## config.mk

```make
export PLATFORM = sky130hd
export DESIGN_NAME = csr_file_m_flat
export DESIGN_NICKNAME = d
export VERILOG_FILES = /design/src/rtl/csr_file_m_if.sv /design/src/rtl/csr_file_m.sv /design/src/flat_wrapper.sv
export SDC_FILE = /design/constraint.sdc
export NUM_CORES = 2
export LEC_CHECK = 0
export CORE_UTILIZATION = 41
export DETAILED_ROUTE_END_ITERATION = 16
export GPL_ROUTABILITY_DRIVEN = 0
export SYNTH_ARGS = -nofsm -noshare
export SYNTH_HDL_FRONTEND = slang
export SYNTH_SLANG_ARGS = --single-unit
```

## constraint.sdc

```tcl
create_clock -name clk -period 4.1 [get_ports clk]
set_clock_uncertainty 0.05 [all_clocks]
set_input_delay 0.41 -clock clk [delete_from_list [all_inputs] [get_ports clk]]
set_output_delay 0.41 -clock clk [all_outputs]
set_load 0.01 [all_outputs]
```

## src/rtl/csr_file_m_if.sv

```systemverilog
// Decode-side read port and writeback-side write port of the machine-mode CSR file.
// The master drives addresses and write data; the CSR file (slave) answers reads.
interface csr_file_m_if;
  logic [11:0] read_address;
  logic [31:0] read_data;
  logic        readable;
  logic        writeable;
  logic        write_enable;
  logic [11:0] write_address;
  logic [31:0] write_data;

  modport master (
    output read_address, write_enable, write_address, write_data,
    input  read_data, readable, writeable
  );

  modport slave (
    input  read_address, write_enable, write_address, write_data,
    output read_data, readable, writeable
  );
endinterface

```

## src/rtl/csr_file_m.sv

```systemverilog
// Machine-mode CSR file: status/trap state, interrupt sampling, cycle/instret/HPM counters.
// Define CSR_VECTORED_MTVEC_EN to enable vectored interrupt dispatch through mtvec[1:0].
module csr_file_m #(
  parameter int          HPM_COUNT     = 4,
  parameter int          COUNTER_WIDTH = 64,
  parameter logic [31:0] MTVEC_RESET   = 32'h0
) (
  input  logic                 clk,
  input  logic                 reset,
  csr_file_m_if.slave          bus,
  input  logic                 retired,
  input  logic                 traped,
  input  logic                 trap_interrupt,
  input  logic [3:0]           trap_code,
  input  logic [31:0]          trap_value,
  input  logic                 mret,
  input  logic [31:0]          ecp,
  input  logic [HPM_COUNT-1:0] hpm_event,
  input  logic                 ext_irq,
  input  logic                 timer_irq,
  input  logic                 soft_irq,
  output logic                 eip,
  output logic                 tip,
  output logic                 sip,
  output logic [31:0]          trap_vector,
  output logic [31:0]          mret_vector
);

  localparam int          NCNT         = 3 + HPM_COUNT;
  localparam logic [31:0] INHIBIT_MASK = 32'h5 | (((32'd1 << HPM_COUNT) - 32'd1) << 3);

  typedef struct packed {
    logic rd;
    logic wr;
  } access_t;

  logic [COUNTER_WIDTH-1:0] cnt [NCNT];
  logic [NCNT-1:0]          inc;
  logic                     ie, pie;
  logic [31:0]              mie_r, inhibit, mscratch, mepc, mcause, mtval;
  logic [29:0]              mtvec_base;
  logic [31:0]              mtvec_rd, mip, rdata;
  logic [4:0]               rsel;
  access_t                  acc_r, acc_w;
  logic                     we_ok, cnt_we;
`ifdef CSR_VECTORED_MTVEC_EN
  logic                     mtvec_mode;
`endif

  // Counter windows: C00-C1F / C80-C9F (user view) and B00-B1F / B80-B9F (machine view).
  function automatic logic is_counter_space(input logic [11:0] a);
    return (a[11:8] == 4'hB || a[11:8] == 4'hC) && a[6:5] == 2'b00;
  endfunction

  function automatic logic cnt_impl(input logic [4:0] idx, input logic user);
    return (idx == 5'd0) || (idx == 5'd2) || (user && idx == 5'd1) ||
           (idx >= 5'd3 && int'(idx) < NCNT);
  endfunction

  function automatic access_t decode(input logic [11:0] a);
    access_t r;
    r = '0;
    if (is_counter_space(a)) begin
      r.rd = 1'b1;
      r.wr = (a[11:8] == 4'hB);
    end else if (a >= 12'hF11 && a <= 12'hF14) begin
      r.rd = 1'b1;
    end else if (a inside {12'h300, 12'h301, 12'h304, 12'h305, 12'h320,
                           [12'h323:12'h33F], [12'h340:12'h344]}) begin
      r.rd = 1'b1;
      r.wr = 1'b1;
    end
    return r;
  endfunction

  function automatic logic [31:0] get_half(input logic [COUNTER_WIDTH-1:0] cur, input logic hi);
    logic [63:0] w;
    w = 64'(cur);
    return hi ? w[63:32] : w[31:0];
  endfunction

  function automatic logic [COUNTER_WIDTH-1:0] put_half(input logic [COUNTER_WIDTH-1:0] cur,
                                                        input logic hi, input logic [31:0] d);
    logic [63:0] w;
    w = 64'(cur);
    if (hi) w[63:32] = d;
    else    w[31:0]  = d;
    return w[COUNTER_WIDTH-1:0];
  endfunction

  assign acc_r  = decode(bus.read_address);
  assign acc_w  = decode(bus.write_address);
  assign we_ok  = bus.write_enable & acc_w.wr;
  assign cnt_we = we_ok && is_counter_space(bus.write_address) &&
                  cnt_impl(bus.write_address[4:0], 1'b0);

  assign mip = {20'b0, ext_irq, 3'b0, timer_irq, 3'b0, soft_irq, 3'b0};
`ifdef CSR_VECTORED_MTVEC_EN
  assign mtvec_rd    = {mtvec_base, 1'b0, mtvec_mode};
  assign trap_vector = (mtvec_mode && mcause[31]) ?
                       {mtvec_base, 2'b00} + {26'b0, mcause[3:0], 2'b00} : {mtvec_base, 2'b00};
`else
  assign mtvec_rd    = {mtvec_base, 2'b00};
  assign trap_vector = {mtvec_base, 2'b00};
`endif
  assign mret_vector = mepc;

  assign eip = ie & mie_r[11] & ext_irq;
  assign tip = ie & mie_r[7]  & timer_irq;
  assign sip = ie & mie_r[3]  & soft_irq;

  // C01 is an alias of the cycle counter in the user view.
  assign rsel = (bus.read_address[4:0] == 5'd1) ? 5'd0 : bus.read_address[4:0];

  always_comb begin
    rdata = '0;
    if (is_counter_space(bus.read_address)) begin
      if (cnt_impl(bus.read_address[4:0], bus.read_address[11:8] == 4'hC)) begin
        for (int n = 0; n < NCNT; n++) begin
          if (5'(n) == rsel) rdata = get_half(cnt[n], bus.read_address[7]);
        end
      end
    end else begin
      case (bus.read_address)
        12'h300: rdata = {24'b0, pie, 3'b0, ie, 3'b0};
        12'h301: rdata = 32'h4000_0100;
        12'h304: rdata = mie_r;
        12'h305: rdata = mtvec_rd;
        12'h320: rdata = inhibit;
        12'h340: rdata = mscratch;
        12'h341: rdata = mepc;
        12'h342: rdata = mcause;
        12'h343: rdata = mtval;
        12'h344: rdata = mip;
        default: rdata = '0;
      endcase
    end
  end

  assign bus.read_data = rdata;
  assign bus.readable  = acc_r.rd;
  assign bus.writeable = acc_r.wr;

  always_comb begin
    inc    = '0;
    inc[0] = ~inhibit[0];
    inc[2] = retired & ~inhibit[2];
    for (int i = 0; i < HPM_COUNT; i++) inc[3+i] = hpm_event[i] & ~inhibit[3+i];
  end

  // A CSR write to either half takes precedence over that counter's increment.
  always_ff @(posedge clk) begin
    for (int n = 0; n < NCNT; n++) begin
      if (reset)
        cnt[n] <= '0;
      else if (cnt_we && bus.write_address[4:0] == 5'(n))
        cnt[n] <= put_half(cnt[n], bus.write_address[7], bus.write_data);
      else if (inc[n])
        cnt[n] <= cnt[n] + COUNTER_WIDTH'(1);
    end
  end

  always_ff @(posedge clk) begin
    if (reset) begin
      ie         <= 1'b0;
      pie        <= 1'b0;
      mie_r      <= '0;
      mtvec_base <= MTVEC_RESET[31:2];
`ifdef CSR_VECTORED_MTVEC_EN
      mtvec_mode <= 1'b0;
`endif
      inhibit    <= '0;
      mscratch   <= '0;
      mepc       <= '0;
      mcause     <= '0;
      mtval      <= '0;
    end else begin
      // A trap overrides mret and any same-cycle write to the trap-state CSRs.
      if (traped) begin
        mepc   <= ecp & ~32'h3;
        mcause <= {trap_interrupt, 27'b0, trap_code};
        mtval  <= trap_value;
        pie    <= ie;
        ie     <= 1'b0;
      end else begin
        if (mret) begin
          ie  <= pie;
          pie <= 1'b1;
        end else if (we_ok && bus.write_address == 12'h300) begin
          ie  <= bus.write_data[3];
          pie <= bus.write_data[7];
        end
        if (we_ok) begin
          case (bus.write_address)
            12'h341: mepc   <= bus.write_data & ~32'h3;
            12'h342: mcause <= bus.write_data & 32'h8000_000F;
            12'h343: mtval  <= bus.write_data;
            default: ;
          endcase
        end
      end
      if (we_ok) begin
        case (bus.write_address)
          12'h304: mie_r <= bus.write_data & 32'h0000_0888;
          12'h305: begin
            mtvec_base <= bus.write_data[31:2];
`ifdef CSR_VECTORED_MTVEC_EN
            mtvec_mode <= (bus.write_data[1:0] == 2'b01);
`endif
          end
          12'h320: inhibit  <= bus.write_data & INHIBIT_MASK;
          12'h340: mscratch <= bus.write_data;
          default: ;
        endcase
      end
    end
  end

endmodule

```

## src/flat_wrapper.sv

```systemverilog
// flat-port wrapper written by rule: the top's interface ports become plain ports
module csr_file_m_flat 
#(
  parameter int          HPM_COUNT     = 4,
  parameter int          COUNTER_WIDTH = 64,
  parameter logic [31:0] MTVEC_RESET   = 32'h0
)
  (clk, reset, retired, traped, trap_interrupt, trap_code, trap_value, mret, ecp, hpm_event, ext_irq, timer_irq, soft_irq, eip, tip, sip, trap_vector, mret_vector, bus_read_address, bus_write_enable, bus_write_address, bus_write_data, bus_read_data, bus_readable, bus_writeable);
  csr_file_m_if bus_i ();
  input  logic clk;
  input  logic reset;
  input  logic retired;
  input  logic traped;
  input  logic trap_interrupt;
  input  logic [3:0] trap_code;
  input  logic [31:0] trap_value;
  input  logic mret;
  input  logic [31:0] ecp;
  input  logic [HPM_COUNT-1:0] hpm_event;
  input  logic ext_irq;
  input  logic timer_irq;
  input  logic soft_irq;
  output logic eip;
  output logic tip;
  output logic sip;
  output logic [31:0] trap_vector;
  output logic [31:0] mret_vector;
  input wire logic [$bits(bus_i.read_address)-1:0] bus_read_address;
  input wire logic [$bits(bus_i.write_enable)-1:0] bus_write_enable;
  input wire logic [$bits(bus_i.write_address)-1:0] bus_write_address;
  input wire logic [$bits(bus_i.write_data)-1:0] bus_write_data;
  output wire logic [$bits(bus_i.read_data)-1:0] bus_read_data;
  output wire logic [$bits(bus_i.readable)-1:0] bus_readable;
  output wire logic [$bits(bus_i.writeable)-1:0] bus_writeable;
  assign bus_i.read_address = bus_read_address;
  assign bus_i.write_enable = bus_write_enable;
  assign bus_i.write_address = bus_write_address;
  assign bus_i.write_data = bus_write_data;
  assign bus_read_data = bus_i.read_data;
  assign bus_readable = bus_i.readable;
  assign bus_writeable = bus_i.writeable;
  csr_file_m #(.HPM_COUNT(HPM_COUNT), .COUNTER_WIDTH(COUNTER_WIDTH), .MTVEC_RESET(MTVEC_RESET)) u_core (.clk(clk), .reset(reset), .bus(bus_i), .retired(retired), .traped(traped), .trap_interrupt(trap_interrupt), .trap_code(trap_code), .trap_value(trap_value), .mret(mret), .ecp(ecp), .hpm_event(hpm_event), .ext_irq(ext_irq), .timer_irq(timer_irq), .soft_irq(soft_irq), .eip(eip), .tip(tip), .sip(sip), .trap_vector(trap_vector), .mret_vector(mret_vector));
endmodule
```

==> qor.txt <==
Drt first pass iters - 6
Seq cells post-synth - 524
CP Data Required Time - 3.64 ns
Fin. Hold Viols - 0
VDD IR max - 0.0003362 V
Total gr overflow - 0
Final Util - 49.16%
Commonest non-fill, non-tap cell in the layout - nand2_1
CTS max path bufs - 3
Final wirelength - 129.6 mm
Die area - 0.08073 sq mm
Post_cts resized - 0
Pint - 9.996 mW
EDFF count, synth - 384
Critical setup path kind - primary input to primary output
DIE WIDTH - 284.1 um
Pwr Density - 351.2 mW/mm^2
DIE HEIGHT - 284.1 um
Num CTS Buffers - 61
Tightest Pin Transition - 1.277 ns
Post-layout net count - 3,848
Initial Utilization - 41.38%
Vias in the first global route - 27,510
Htree depth - 2
Synth async-reset ratio - 0%
Final worst-path cycle share - 97.55%
PortBufs - 232
Post-DRT Antenna Nets - 0
Switching Share - 26.60%
CTS tree - yes
Post-Place Cells - 4,691
Global-route wire length before repair - 187.1 mm
Seq pwr share - 46.5%
Fmax - 250.0 MHz
Setup violators final - 0
Iteration-0 DRC Markers - 3,879
Worst reg-to-reg setup slack - 0.87 ns
Avg Inst Size Synth - 9.274 sq um
Leading cell types in the layout, fill and taps excluded - 420 x nand2_1, 384 x edfxtp_1, 316 x o21ai_0
Drt drc - 0
Yosys warnings - 0
Antenna violations before repair - 8
Largest net degree at the start of global routing - 90
Clock power frac - 43.4%
Max-slew violations - 0
Final std cells w/o fill - 4,808
Switch Pwr - 3.624 mW
Clk root buf - clkbuf_16
RSZ-0062 raised after global routing - false
Worst-skew pair later-pin latency - 0.67 ns
Register area share after synthesis - 43.92%
Netlist Area Pre-Place - 0.03264 sq mm
Total Neg Setup Slack - 0 ns
Critical Path AT - 3.54 ns
Setup Fix Bufs, Post-CTS - 0
CP Max Fanout - 33
Worst Setup End Kind - primary output
Total GRT Usage - 31.06%
Reg clk slew, reported paths - 0.06 ns
Critical path origin - bus_read_address[3]
Layout cells sized above 1 - 9.928%
Vias/cell - 6.169
Per-cell routed wire length - 26.95 um
Top FF cell, synth - edfxtp_1
Critical path launch point type - primary input
Syn Inst Count - 3,519
Worst flop-to-flop path startpoint - u_core.cnt[1][142]
Row Count - 103
Final min period - 3.999 ns
I/O pins - 239
Hold Crit Class - primary input to flip-flop
Comb pwr share - 10.1%
Area growth, synth to finish - 18.81%
Leak Pwr - 13.26 nW
CTS sink count - 524
Synth cell types - 71
Number of fill cells - 7,513
Core area - 0.07887 sq mm
Total number of vias - 29,660
Status - finished, final reports clean
Rel. slew slack - 14.60%
Cts hold-fix bufs - 0
Reg2Reg Capture Point - u_core.cnt[1][188]
Detail Placement HPWL - 92.76 mm
R2R depth - 6
Critical path capture point - bus_read_data[25]
Max Cap Violations - 0
synth_stat cells, types with 4 or more instances:
cell type  instances  area share [%]
a21boi_0           9            0.21
a21oi_1          122             1.9
a221oi_1           5            0.13
a222oi_1           4            0.12
a22oi_1           52             1.2
a31oi_1            8            0.15
and2_1            12            0.23
and3_1            50            0.96
and4_1            36            0.97
buf_1             18            0.21
buf_2             28            0.43
buf_4              4           0.092
clkbuf_1         187             2.2
dfxtp_1          140             8.6
edfxtp_1         384              35
ha_1               6            0.23
inv_1             69            0.79
mux2_1             7            0.24
mux2_2            68             2.3
mux2i_1          266             8.2
nand2_1          420             4.8
nand2b_1          10            0.19
nand3_1          183             2.8
nand4_1           98             1.9
nor2_1           203             2.3
nor2b_1            4           0.077
nor3_1           105             1.6
nor3_2             9            0.28
nor3b_1            9            0.21
nor4_1            49            0.94
nor4_2             8            0.31
o21ai_0          324             5.0
o21ai_1           35            0.54
o21ai_2            4            0.11
o22ai_1           94             1.8
o31ai_1           32            0.74
or2_1              5           0.096
or2_2              9            0.17
or3_1             21            0.40
or4_1             12            0.28
xnor2_1          253             6.8
xor2_1           114             3.1
registers in the layout (all words and copies together) (netlist names):
signal	cells
u_core.inhibit	6
u_core.cnt	384
u_core.mtvec_base	30
u_core.mscratch	32
u_core.mtval	32
u_core.mie_r	3
u_core.mcause	5
u_core.pie	1
u_core.ie	1
u_core.mret_vector	30
final cells by class:
class	count	area, sq um	area share [%]
flip-flops and latches	524	14330	36.97
well taps	1050	1314	3.388
inverters	69	259.0	0.6679
repair buffers	361	3477	8.967
diodes	1	2.502	0.006453
multi-input cells	2687	17250	44.47
clock inverters	35	377.9	0.9745
clock buffers	81	1767	4.556
power by group through the flow:
stage / logic (mW) / registers (mW) / clock network, mW
after global placement: 1.34 / 6.42 / 0
after CTS: 1.35 / 6.31 / 5.93
after floorplan: 0.734 / 6.32 / 0
after global routing: 1.45 / 6.36 / 6.11
after detailed placement: 1.35 / 6.42 / 0
final: 1.38 / 6.33 / 5.91
per-layer routing:
| metal | GRT usage, % | vias up | share of wire [%] |
|---|---|---|---|
| met1 | 43.76 | 14510 | 41 |
| met5 | 0 | - | 0.054 |
| li1 | - | 13270 | - |
| met4 | 12.90 | 10 | 4.7 |
| met3 | 7.047 | 246 | 12 |
| met2 | 45.62 | 1617 | 42 |
cells by family (layout without fill, tap and decap cells):
| logic type | after synthesis | after routing | share of synthesized area (%) |
|---|---|---|---|
| XOR/XNOR | 367 | 367 | 9.849 |
| buffers and inverters | 311 | 546 | 3.807 |
| flip-flops | 524 | 524 | 43.92 |
| other | 1 | 5 | 0.01149 |
| multiplexers | 341 | 341 | 10.75 |
| AND/OR/NAND/NOR | 1265 | 1265 | 19.20 |
| adder cells (fa/ha/maj) | 6 | 6 | 0.2300 |
| AO/OA/AOI/OAI | 704 | 704 | 12.24 |
stage by stage:
step                      cell area, sq um  setup WS (ns)  power (mW)  hold slack [ns]
after floorplan                      32650        -0.2801       7.059           0.3815
after global placement               36620         0.1437       7.762           0.3912
after detailed placement             36620        0.08302       7.767           0.3951
after CTS                            38760        0.05707       13.60           0.1430
after global routing                 38770        0.01676       13.92           0.1854
final                                38780         0.1006       13.62           0.1541
worst max-delay path, stage by stage:
cell and delay (ns):
clkdlybuf4s50_1 0.70, nand2b_1 0.24, or4_1 0.18, buf_12 0.20, o22ai_1 0.12, buf_4 0.19, o31ai_1 0.60, nand3_1 0.32
clkdlybuf4s50_1 0.56
worst min path at each step:
| stage | cells past startpoint | slack, ns | endpoint | from |
|---|---|---|---|---|
| 4_1_cts | 2 | 0.14 | u_core.mtval[26] | reset |
| 3_5_place_dp | 2 | 0.40 | u_core.mscratch[25] | u_core.mscratch[25] |
| 6_report | 2 | 0.15 | u_core.mret_vector[21] | reset |
| 3_3_place_gp | 2 | 0.39 | u_core.mscratch[25] | u_core.mscratch[25] |
| 5_1_grt | 2 | 0.19 | u_core.mtval[0] | reset |
| 2_1_floorplan | 2 | 0.38 | u_core.mscratch[4] | u_core.mscratch[4] |
Note: power is estimated with default switching activity, not from simulation.
